## src/rtl/div_pkg.sv

```systemverilog
// Shared types and constants for the multi-cycle HI/LO divider.
package div_pkg;

    localparam int unsigned REG_BUS_W        = 32;
    localparam int unsigned DOUBLE_REG_BUS_W = 64;
    localparam int unsigned WORK_W           = 2 * REG_BUS_W + 1;
    localparam int unsigned CNT_W            = 6;

    localparam logic [CNT_W-1:0] LAST_STEP = CNT_W'(REG_BUS_W);

    localparam logic DivResultReady    = 1'b1;
    localparam logic DivResultNotReady = 1'b0;
    localparam logic DivStart          = 1'b1;
    localparam logic DivStop           = 1'b0;

    typedef enum logic [1:0] {
        DivFree   = 2'b00,
        DivByZero = 2'b01,
        DivOn     = 2'b10,
        DivEnd    = 2'b11
    } div_state_e;

    // Two's-complement magnitude of a 32-bit word (0x80000000 maps to itself).
    function automatic logic [REG_BUS_W-1:0] abs32(input logic [REG_BUS_W-1:0] v);
        return v[REG_BUS_W-1] ? (~v + 32'd1) : v;
    endfunction

endpackage

```

## src/rtl/div_if.sv

```systemverilog
// EX <-> divider request/result bundle. master = EX stage, slave = divider.
interface div_if;
    import div_pkg::*;

    logic                          signed_div_i;
    logic [REG_BUS_W-1:0]          opdata1_i;
    logic [REG_BUS_W-1:0]          opdata2_i;
    logic                          start_i;
    logic                          annul_i;
    logic [DOUBLE_REG_BUS_W-1:0]   result_o;
    logic                          ready_o;

    modport master (
        output signed_div_i, opdata1_i, opdata2_i, start_i, annul_i,
        input  result_o, ready_o
    );

    modport slave (
        input  signed_div_i, opdata1_i, opdata2_i, start_i, annul_i,
        output result_o, ready_o
    );

endinterface

```

## src/rtl/div.sv

```systemverilog
// Restoring radix-2 32-bit divider, one quotient bit per cycle.
// result_o = {remainder, quotient}; divide-by-zero returns 0 after two edges.
// Optional macro DIV_SIGNED_EN: honour signed_div_i (abs on input, sign fixup
// on output). Without it every operation is unsigned.
module div
    import div_pkg::*;
(
    input  logic clk,
    input  logic rst,
    div_if.slave bus
);

    div_state_e                  state_q, state_d;
    logic [CNT_W-1:0]            cnt_q, cnt_d;
    logic [WORK_W-1:0]           work_q, work_d;
    logic [REG_BUS_W-1:0]        divisor_q, divisor_d;
    logic [DOUBLE_REG_BUS_W-1:0] result_q, result_d;
    logic                        ready_q, ready_d;

    logic                        accept;
    logic                        div_zero;
    logic [REG_BUS_W-1:0]        dividend_abs;
    logic [REG_BUS_W-1:0]        divisor_abs;
    logic                        borrow;
    logic [REG_BUS_W-1:0]        diff;
    logic [WORK_W-1:0]           work_step;
    logic [REG_BUS_W-1:0]        quot_fix;
    logic [REG_BUS_W-1:0]        rem_fix;

    assign div_zero = (bus.opdata2_i == '0);
    assign accept   = (state_q == DivFree) && bus.start_i && !bus.annul_i;

`ifdef DIV_SIGNED_EN
    logic neg_quot_q, neg_quot_d;
    logic neg_rem_q, neg_rem_d;

    // Operand magnitudes for signed requests.
    always_comb begin
        dividend_abs = bus.signed_div_i ? abs32(bus.opdata1_i) : bus.opdata1_i;
        divisor_abs  = bus.signed_div_i ? abs32(bus.opdata2_i) : bus.opdata2_i;
    end

    // Remember which result halves need negating once iteration finishes.
    always_comb begin
        neg_quot_d = neg_quot_q;
        neg_rem_d  = neg_rem_q;
        if (accept && !div_zero) begin
            neg_quot_d = bus.signed_div_i && (bus.opdata1_i[31] ^ bus.opdata2_i[31]);
            neg_rem_d  = bus.signed_div_i && bus.opdata1_i[31];
        end
    end

    // Sign flag registers.
    always_ff @(posedge clk or posedge rst) begin
        if (rst) begin
            neg_quot_q <= 1'b0;
            neg_rem_q  <= 1'b0;
        end else begin
            neg_quot_q <= neg_quot_d;
            neg_rem_q  <= neg_rem_d;
        end
    end

    // Sign fixup: quotient negative when signs differ, remainder follows dividend.
    always_comb begin
        quot_fix = neg_quot_q ? (~work_q[31:0] + 32'd1) : work_q[31:0];
        rem_fix  = neg_rem_q ? (~work_q[64:33] + 32'd1) : work_q[64:33];
    end
`else
    logic unused_signed_div;
    assign unused_signed_div = bus.signed_div_i;

    // Unsigned-only build: operands and results pass straight through.
    always_comb begin
        dividend_abs = bus.opdata1_i;
        divisor_abs  = bus.opdata2_i;
        quot_fix     = work_q[31:0];
        rem_fix      = work_q[64:33];
    end
`endif

    // One restoring step. The partial remainder is compared as the 33-bit
    // window work_q[64:32] (already shifted by one), so divisors above 2^31
    // are handled; when no borrow occurs the true difference fits in 32 bits.
    always_comb begin
        borrow    = (work_q[64:32] < {1'b0, divisor_q});
        diff      = work_q[63:32] - divisor_q;
        if (borrow) begin
            work_step = {work_q[63:0], 1'b0};
        end else begin
            work_step = {diff, work_q[31:0], 1'b1};
        end
    end

    // State and datapath registers.
    always_ff @(posedge clk or posedge rst) begin
        if (rst) begin
            state_q   <= DivFree;
            cnt_q     <= '0;
            work_q    <= '0;
            divisor_q <= '0;
            result_q  <= '0;
            ready_q   <= DivResultNotReady;
        end else begin
            state_q   <= state_d;
            cnt_q     <= cnt_d;
            work_q    <= work_d;
            divisor_q <= divisor_d;
            result_q  <= result_d;
            ready_q   <= ready_d;
        end
    end

    // Next-state logic.
    always_comb begin
        state_d = state_q;
        case (state_q)
            DivFree: begin
                if (accept) begin
                    state_d = div_zero ? DivByZero : DivOn;
                end
            end
            DivByZero: state_d = DivEnd;
            DivOn: begin
                if (bus.annul_i) begin
                    state_d = DivFree;
                end else if (cnt_q == LAST_STEP) begin
                    state_d = DivEnd;
                end
            end
            DivEnd: begin
                if (bus.start_i == DivStop) begin
                    state_d = DivFree;
                end
            end
            default: state_d = DivFree;
        endcase
    end

    // Datapath and registered outputs per state.
    always_comb begin
        cnt_d     = cnt_q;
        work_d    = work_q;
        divisor_d = divisor_q;
        result_d  = result_q;
        ready_d   = ready_q;
        case (state_q)
            DivFree: begin
                ready_d  = DivResultNotReady;
                result_d = '0;
                if (accept && !div_zero) begin
                    divisor_d = divisor_abs;
                    work_d    = {32'b0, dividend_abs, 1'b0};
                    cnt_d     = '0;
                end
            end
            DivByZero: begin
                result_d = '0;
                ready_d  = DivResultReady;
            end
            DivOn: begin
                if (bus.annul_i) begin
                    cnt_d    = '0;
                    work_d   = '0;
                    result_d = '0;
                    ready_d  = DivResultNotReady;
                end else if (cnt_q == LAST_STEP) begin
                    result_d = {rem_fix, quot_fix};
                    ready_d  = DivResultReady;
                end else begin
                    work_d = work_step;
                    cnt_d  = cnt_q + 6'd1;
                end
            end
            DivEnd: begin
                ready_d = DivResultReady;
                if (bus.start_i == DivStop) begin
                    ready_d  = DivResultNotReady;
                    result_d = '0;
                end
            end
            default: begin
                ready_d  = DivResultNotReady;
                result_d = '0;
            end
        endcase
    end

    assign bus.result_o = result_q;
    assign bus.ready_o  = ready_q;

endmodule
```

## src/flat_wrapper.sv

```systemverilog
// flat-port wrapper written by rule: the top's interface ports become plain ports
module div_flat import div_pkg::*;
  (clk, rst, bus_signed_div_i, bus_opdata1_i, bus_opdata2_i, bus_start_i, bus_annul_i, bus_result_o, bus_ready_o);
  div_if bus_i ();
  input  logic clk;
  input  logic rst;
  input wire logic [$bits(bus_i.signed_div_i)-1:0] bus_signed_div_i;
  input wire logic [$bits(bus_i.opdata1_i)-1:0] bus_opdata1_i;
  input wire logic [$bits(bus_i.opdata2_i)-1:0] bus_opdata2_i;
  input wire logic [$bits(bus_i.start_i)-1:0] bus_start_i;
  input wire logic [$bits(bus_i.annul_i)-1:0] bus_annul_i;
  output wire logic [$bits(bus_i.result_o)-1:0] bus_result_o;
  output wire logic [$bits(bus_i.ready_o)-1:0] bus_ready_o;
  assign bus_i.signed_div_i = bus_signed_div_i;
  assign bus_i.opdata1_i = bus_opdata1_i;
  assign bus_i.opdata2_i = bus_opdata2_i;
  assign bus_i.start_i = bus_start_i;
  assign bus_i.annul_i = bus_annul_i;
  assign bus_result_o = bus_i.result_o;
  assign bus_ready_o = bus_i.ready_o;
  div u_core (.clk(clk), .rst(rst), .bus(bus_i));
endmodule
```

## config.mk

```make
export PLATFORM = sky130hd
export DESIGN_NAME = div_flat
export DESIGN_NICKNAME = d
export VERILOG_FILES = /design/src/rtl/div_pkg.sv /design/src/rtl/div_if.sv /design/src/rtl/div.sv /design/src/flat_wrapper.sv
export SDC_FILE = /design/constraint.sdc
export NUM_CORES = 1
export LEC_CHECK = 0
export BUFFER_PORTS_ARGS = -buffer_cell sky130_fd_sc_hd__buf_2
export CAP_MARGIN = 0
export CORE_UTILIZATION = 57
export CTS_BUF_LIST = sky130_fd_sc_hd__clkbuf_8 sky130_fd_sc_hd__clkbuf_16
export DETAILED_ROUTE_END_ITERATION = 10
export HOLD_SLACK_MARGIN = 0.06
export PLACE_DENSITY = 0.81
export SLEW_MARGIN = 20
export SYNTH_ARGS = -nofsm -noshare
export SYNTH_HDL_FRONTEND = slang
export SYNTH_SLANG_ARGS = --single-unit
```

## constraint.sdc

```tcl
create_clock -name clk -period 6.5 [get_ports clk]
set_clock_uncertainty 0.2 [all_clocks]
set_input_delay 1.3 -clock clk [delete_from_list [all_inputs] [get_ports clk]]
set_output_delay 1.3 -clock clk [all_outputs]
set_load 0.02 [all_outputs]
```

### Word-level counts from Yosys, hierarchy flattened

Index checks and enable logic that the tools add are counted.

* add/sub/neg operators: 2
* order comparisons: 1
* equality and inequality tests: 9
* multiplexer cells: 23
* reductions and logical operators: 13

Operator list (number)
* $mux 65: 4
* $mux 64: 3
* $pmux 64 s3: 1
* $pmux 65 s2: 1
* $lt 33x32->1: 1
* $logic_not 32->1: 1
* $sub 32x32->32: 1
* $mux 6: 3
* $pmux 6 s2: 1
* $mux 2: 5
* $pmux 2 s4: 1
* $add 6x1->6 const B: 1
* $eq 6x6->1 const B: 1
* $reduce_and 3->1: 2
* $eq 2x2->1 const B: 2
* $ne 2x2->1 const B: 2
* $pmux 1 s4: 1
* $reduce_and 2->1: 2
* $logic_and 1x1->1: 3
* $mux 1: 3
* $ne 3x2->1 const B: 1
* $ne 3x3->1 const B: 1
* $eq 2x1->1 const B: 1
* $logic_not 1->1: 2
* 4 further kinds: 4

* register bits after elaboration: 170
* input bits: 69
* output and inout port bits: 65
* logic and storage cells: 54

### Longest topological paths before layout

* depth in word-level cells: 6
* gate-level depth with buffers: 13
* depth with buffers taken out: 11

### Least setup slack after synthesis

OpenSTA, ideal clock, no wires.

* kind: input port to flip-flop
* start: input bus_opdata2_i[25]
* end: register u_core.divisor_q[10]
* library setup time: 125 ps
* data arrival time: 2813 ps
* data required time: 6175 ps
* path slack: 3362 ps
* cell stages on the path: 7
* buffers on the path: 2
* cells stage by stage: nor4_1 > nand4_1 > o21ai_1 > or4_1 > buf_2 > buf_1 > mux2_2

* cells in the longest elaborated chain, start to end: 4

Ends and longest elaborated chain
* start, declared: line flat_wrapper.sv:9 `input wire logic [$bits(bus_i.opdata2_i)-1:0] bus_opdata2_i;`
* $logic_not 32->1: line div.sv:30 `assign div_zero = (bus.opdata2_i == '0);`
* $logic_not 1->1: line div.sv:151 `if (accept && !div_zero) begin`
* $logic_and 1x1->1: line div.sv:151
* $reduce_and 2->1 (no line)
* end signal, assigned: line div.sv:108 `divisor_q <= divisor_d;`
* end, declared: line div.sv:16 `logic [REG_BUS_W-1:0] divisor_q, divisor_d;`

No other way between the ends.
A chain may end at the register's enable or synchronous reset.

### Worst setup path in the final report

* start: input bus_annul_i
* end: register u_core.result_q[40] (netlist: u_core.bus.result_o[40])

* cells in the longest elaborated chain, start to end: 2
* elaborated cells between the ends (all ways): 4
* those cells by class: 1 x eq/ne; 2 x mux; 1 x reduce/logical

Ends and longest elaborated chain
* start, declared: line flat_wrapper.sv:11 `input wire logic [$bits(bus_i.annul_i)-1:0] bus_annul_i;`
* $mux 64 or $ne 3x2->1 (tied branches)
* $pmux 64 s3 or $reduce_and 2->1 (tied branches)
* end signal, assigned: line div.sv:109 `result_q <= result_d;`
* end, declared: line div.sv:17 `logic [DOUBLE_REG_BUS_W-1:0] result_q, result_d;`

Parallel ways exist; a longest one is shown, timed or not.

==> tab_implementation.tex <==
\begin{tabular}{lr}
\hline
Metric & Value \\
\hline
\multicolumn{2}{l}{\textbf{Outcome}} \\
Status & complete, no violations \\
\multicolumn{2}{l}{\textbf{Route}} \\
Avg WL per Cell & roughly 17 um \\
Number of violations reported at the end of detailed-routing iteration 0 & 597 \\
Total Wirelength & 20700 um \\
Avg Vias per Cell & 5.96 \\
Number of remaining DRC errors & 0 \\
Top routing layer in use & met4 \\
Remaining antenna violation count & 0 \\
Routed wire length on met3 & 1140 um \\
Number of vias after detailed routing & about 7200 \\
Count of TritonRoute iterations in the first routing pass & 7 \\
Met2 layer wire length in the routed design & $\sim$9600 um \\
Met1 Routed Length & 9260 um \\
\multicolumn{2}{l}{\textbf{Die}} \\
Floorplan core area & 0.0147 mm2 \\
Starting Density & 0.589 \\
Total die area & about 0.016 mm2 \\
Number of I/O pins & 134 \\
Y dimension of the die & 125 um \\
Chip width & between 100 and 150 um \\
Number of standard-cell rows in the floorplan & 44 \\
\multicolumn{2}{l}{\textbf{Layout}} \\
Most common cell after layout, fill and taps aside & sky130\_fd\_sc\_hd\_\_dfrtp\_1 \\
Net total in the final layout & 1119 \\
Leading cell types in the layout, fill and taps excluded & sky130\_fd\_sc\_hd\_\_dfrtp\_1 (170), sky130\_fd\_sc\_hd\_\_nand2\_1 (155), sky130\_fd\_sc\_hd\_\_buf\_2 (132) \\
Sequential standard cell area & 0.00425 mm2 \\
Layout-stage area growth over the synthesis result & 15.7\% \\
Share of cells above drive strength 1 & 0.208 \\
Area of combinational cells with multiple inputs & about 0.004 mm2 \\
Final std cells w/o fill & 1214 \\
Number of fillers in the final layout & approximately 1100 \\
Final core utilization & 0.681 \\
\multicolumn{2}{l}{\textbf{Clocking}} \\
Post-CTS Hold Fix Bufs & 0 \\
Clk\_lat worst skew & 0.44 ns \\
Reg clk slew, reported paths & about 0.070 ns \\
CTS H-tree depth & 4 \\
Count of buffers added by post-CTS timing repair for setup & 0 \\
Gates resized, CTS repair & 0 \\
Num Clock Sinks & 170 \\
CTS buffer count & 17 \\
Maximum number of buffers from clock root to sink & 2 \\
Clock tree from TritonCTS & yes \\
Buffer type at the clock tree root & sky130\_fd\_sc\_hd\_\_clkbuf\_16 \\
\multicolumn{2}{l}{\textbf{STA}} \\
Finish-stage setup viols & 0 \\
Final number of hold-violating endpoints & 0 \\
Pins over their slew limit & 0 \\
Final period util & 0.611 \\
Post-route worst hold slack & 0.278 ns \\
Slew at the pin closest to its max-slew limit & 1.02 ns \\
Min Clock Period, post-route & between 3 and 4 ns \\
Post-route setup TNS & 0 ns \\
Slew Limit Headroom & 0.320 \\
Setup repair after global routing missed its margin & false \\
Max Clk Rate & 252 MHz \\
\multicolumn{2}{l}{\textbf{Logic synthesis}} \\
Distinct cell type count after synthesis & 54 \\
Average size of a mapped cell & 9.56 um2 \\
Dominant register cell in the synthesized netlist & sky130\_fd\_sc\_hd\_\_dfrtp\_1 \\
Share of synthesized area occupied by flip-flops and latches & 0.491 \\
Post-Syn Nets & 1009 \\
Async SR Flop Fraction & 1.00 \\
Synthesized instance count & 905 \\
Mapped Area & about 0.0087 mm2 \\
Total number of yosys warnings & 0 \\
Post-synth EDFFs & 0 \\
Count of state elements after synthesis & 170 \\
\multicolumn{2}{l}{\textbf{Place}} \\
Placed wire-length estimate & 14000 um \\
Placed Cells incl. Taps & $\sim$1200 \\
RePlAce Congestion & 0.880 \\
Number of buffers added on ports & 132 \\
\multicolumn{2}{l}{\textbf{Worst setup path}} \\
CP Capture Type & flop \\
Critical path depth & 7 \\
Combined buffer and inverter count along the critical path & 3 \\
Beginning of the worst register-to-register path & u\_core.work\_q[58] \\
Critical Path Slowest Stage Cell & sky130\_fd\_sc\_hd\_\_nand2\_2 \\
Endpoint of the most critical register-to-register path & u\_core.work\_q[52] \\
Stage delay of the slowest cell on the critical path & 0.93 ns \\
Critical path's most frequent cell & sky130\_fd\_sc\_hd\_\_buf\_4 \\
Kind of cell adding the most delay to the critical path & simple AND/OR/NAND/NOR gates \\
Classification of the worst setup path & in -> reg \\
Reg2reg path depth & 9 \\
Critical Path Sink & u\_core.bus.result\_o[40] \\
Type of origin of the critical path & input port \\
Worst path arrival time & between 4 and 5 ns \\
Data required time at the worst endpoint & 6.67 ns \\
Highest fanout seen on the critical path & 48 \\
CP startpoint & bus\_annul\_i \\
Worst-case register-to-register setup slack & roughly 2.6 ns \\
Crit path cell chain & buf\_2 -> nor2\_2 -> buf\_4 -> nand2\_1 -> nand2\_2 -> buf\_4 -> a22o\_1 \\
\multicolumn{2}{l}{\textbf{Worst hold path}} \\
Hold wc startpoint & u\_core.bus.result\_o[28] \\
Hold Crit Class & reg -> reg \\
\multicolumn{2}{l}{\textbf{Power and ir drop}} \\
Sequential share of power & 0.325 \\
Lkg Pwr & 4.93 nW \\
Logic pwr share & 0.480 \\
Switching power & 0.00228 W \\
Sw Share & 0.433 \\
Cell internal power dissipation & around 0.0030 W \\
Worst vdd rail ir drop & 0.000271 V \\
Power density cells & 526 mW/mm2 \\
Clock share of power & 0.194 \\
\multicolumn{2}{l}{\textbf{Global routing}} \\
First-pass GRT wire length & 34900 um \\
Total congestion overflow after global routing & 0 \\
Number of antenna violations at the first check in global routing & 0 \\
Largest net degree at the start of global routing & 62 \\
Vias in the first global route & 7030 \\
GRT Total Usage & 0.282 \\
\multicolumn{2}{l}{\textbf{Run}} \\
Number of max-capacitance violations reported & 0 \\
\hline
\end{tabular}
metal layers:
layer | global-route usage | vias to the layer above
li1 | - | 3430
met1 | 0.371 | 3491
met2 | 0.451 | 255
met3 | 0.0663 | 57
met4 | 0.122 | 0
met5 | 0 | -
power groups by stage:
stage,Sequential (W),Combinational (W),Clock (W)
after global placement,0.00170,0.00241,0
final,0.00171,0.00253,0.00102
after CTS,0.00170,0.00251,0.00103
after global routing,0.00175,0.00283,0.00108
after floorplan,0.00171,0.00194,0
after detailed placement,0.00171,0.00248,0
metrics by stage:
stage | cell area, um2 | total power, W | setup slack [ns]
5_1_grt | 10000 | 0.00566 | 2.28
6_report | 10000 | 0.00526 | 2.53
2_1_floorplan | 8660 | 0.00366 | 0.397
3_3_place_gp | 9420 | 0.00411 | 2.14
4_1_cts | 10000 | 0.00524 | 2.55
3_5_place_dp | 9420 | 0.00420 | 2.09
state kept, by name, indices dropped and copies added (netlist names):
signal,count
u_core.bus.result_o,64
u_core.divisor_q,32
u_core.cnt_q,6
u_core.state_q,2
u_core.work_q,65
u_core.bus.ready_o,1
kinds of logic (layout without fill, tap and decap cells):
kind of cell               Yosys count  in the layout  synth area share
and+or+nand+nor                    274            274             0.135
xor gates and xnor gates            29             29            0.0293
other                                0              2                 0
muxes                               48             48            0.0601
DFF                                170            170             0.491
AOI/OAI and AO/OA                  252            252             0.186
adders and majority gates           35             35            0.0515
buffers and inverters               97            220            0.0467
cells in the mapped netlist (11+ instances only):
library cell,count,area share
sky130_fd_sc_hd__dfrtp_1,170,0.49
sky130_fd_sc_hd__nand2_1,156,0.068
sky130_fd_sc_hd__nor2_1,57,0.025
sky130_fd_sc_hd__o21ai_1,48,0.028
sky130_fd_sc_hd__inv_1,45,0.020
sky130_fd_sc_hd__a21oi_1,41,0.024
sky130_fd_sc_hd__o21ai_0,41,0.024
sky130_fd_sc_hd__a31oi_1,36,0.026
sky130_fd_sc_hd__a22o_1,35,0.035
sky130_fd_sc_hd__ha_1,34,0.049
sky130_fd_sc_hd__mux2_2,32,0.042
sky130_fd_sc_hd__clkbuf_1,27,0.012
sky130_fd_sc_hd__mux2i_1,16,0.019
sky130_fd_sc_hd__xor2_1,15,0.015
sky130_fd_sc_hd__buf_2,14,0.0081
sky130_fd_sc_hd__nand3_1,14,0.0081
sky130_fd_sc_hd__xnor2_1,14,0.014
sky130_fd_sc_hd__nand4_1,12,0.0087
sky130_fd_sc_hd__a21o_1,11,0.0095
worst min-delay path by stage:
stage	endpoint	slack (ns)	cells past startpoint
finish	u_core.bus.result_o[28]	0.28	2
global route	u_core.bus.result_o[20]	0.31	2
CTS	u_core.bus.result_o[16]	0.28	2
detailed placement	u_core.bus.result_o[9]	0.27	2
global placement	u_core.bus.result_o[21]	0.26	2
floorplan	u_core.work_q[0]	0.25	2
cell type report:
class                           instances  area share
Sequential cell                       170       0.425
Multi-Input combinational cell        638       0.401
Timing Repair Buffer                  143      0.0742
Clock buffer                           19      0.0452
Tap cell                              184      0.0230
Inverter                               45      0.0174
Clock inverter                         13      0.0140
Antenna cell                            2    0.000500
worst min-delay path: stages, from the launching register on:
cell	delay (ns)
sky130_fd_sc_hd__dfrtp_1	0.34
sky130_fd_sc_hd__nand2_1	0.05
sky130_fd_sc_hd__o21ai_0	0.06
Note: power is estimated with default switching activity, not from simulation.
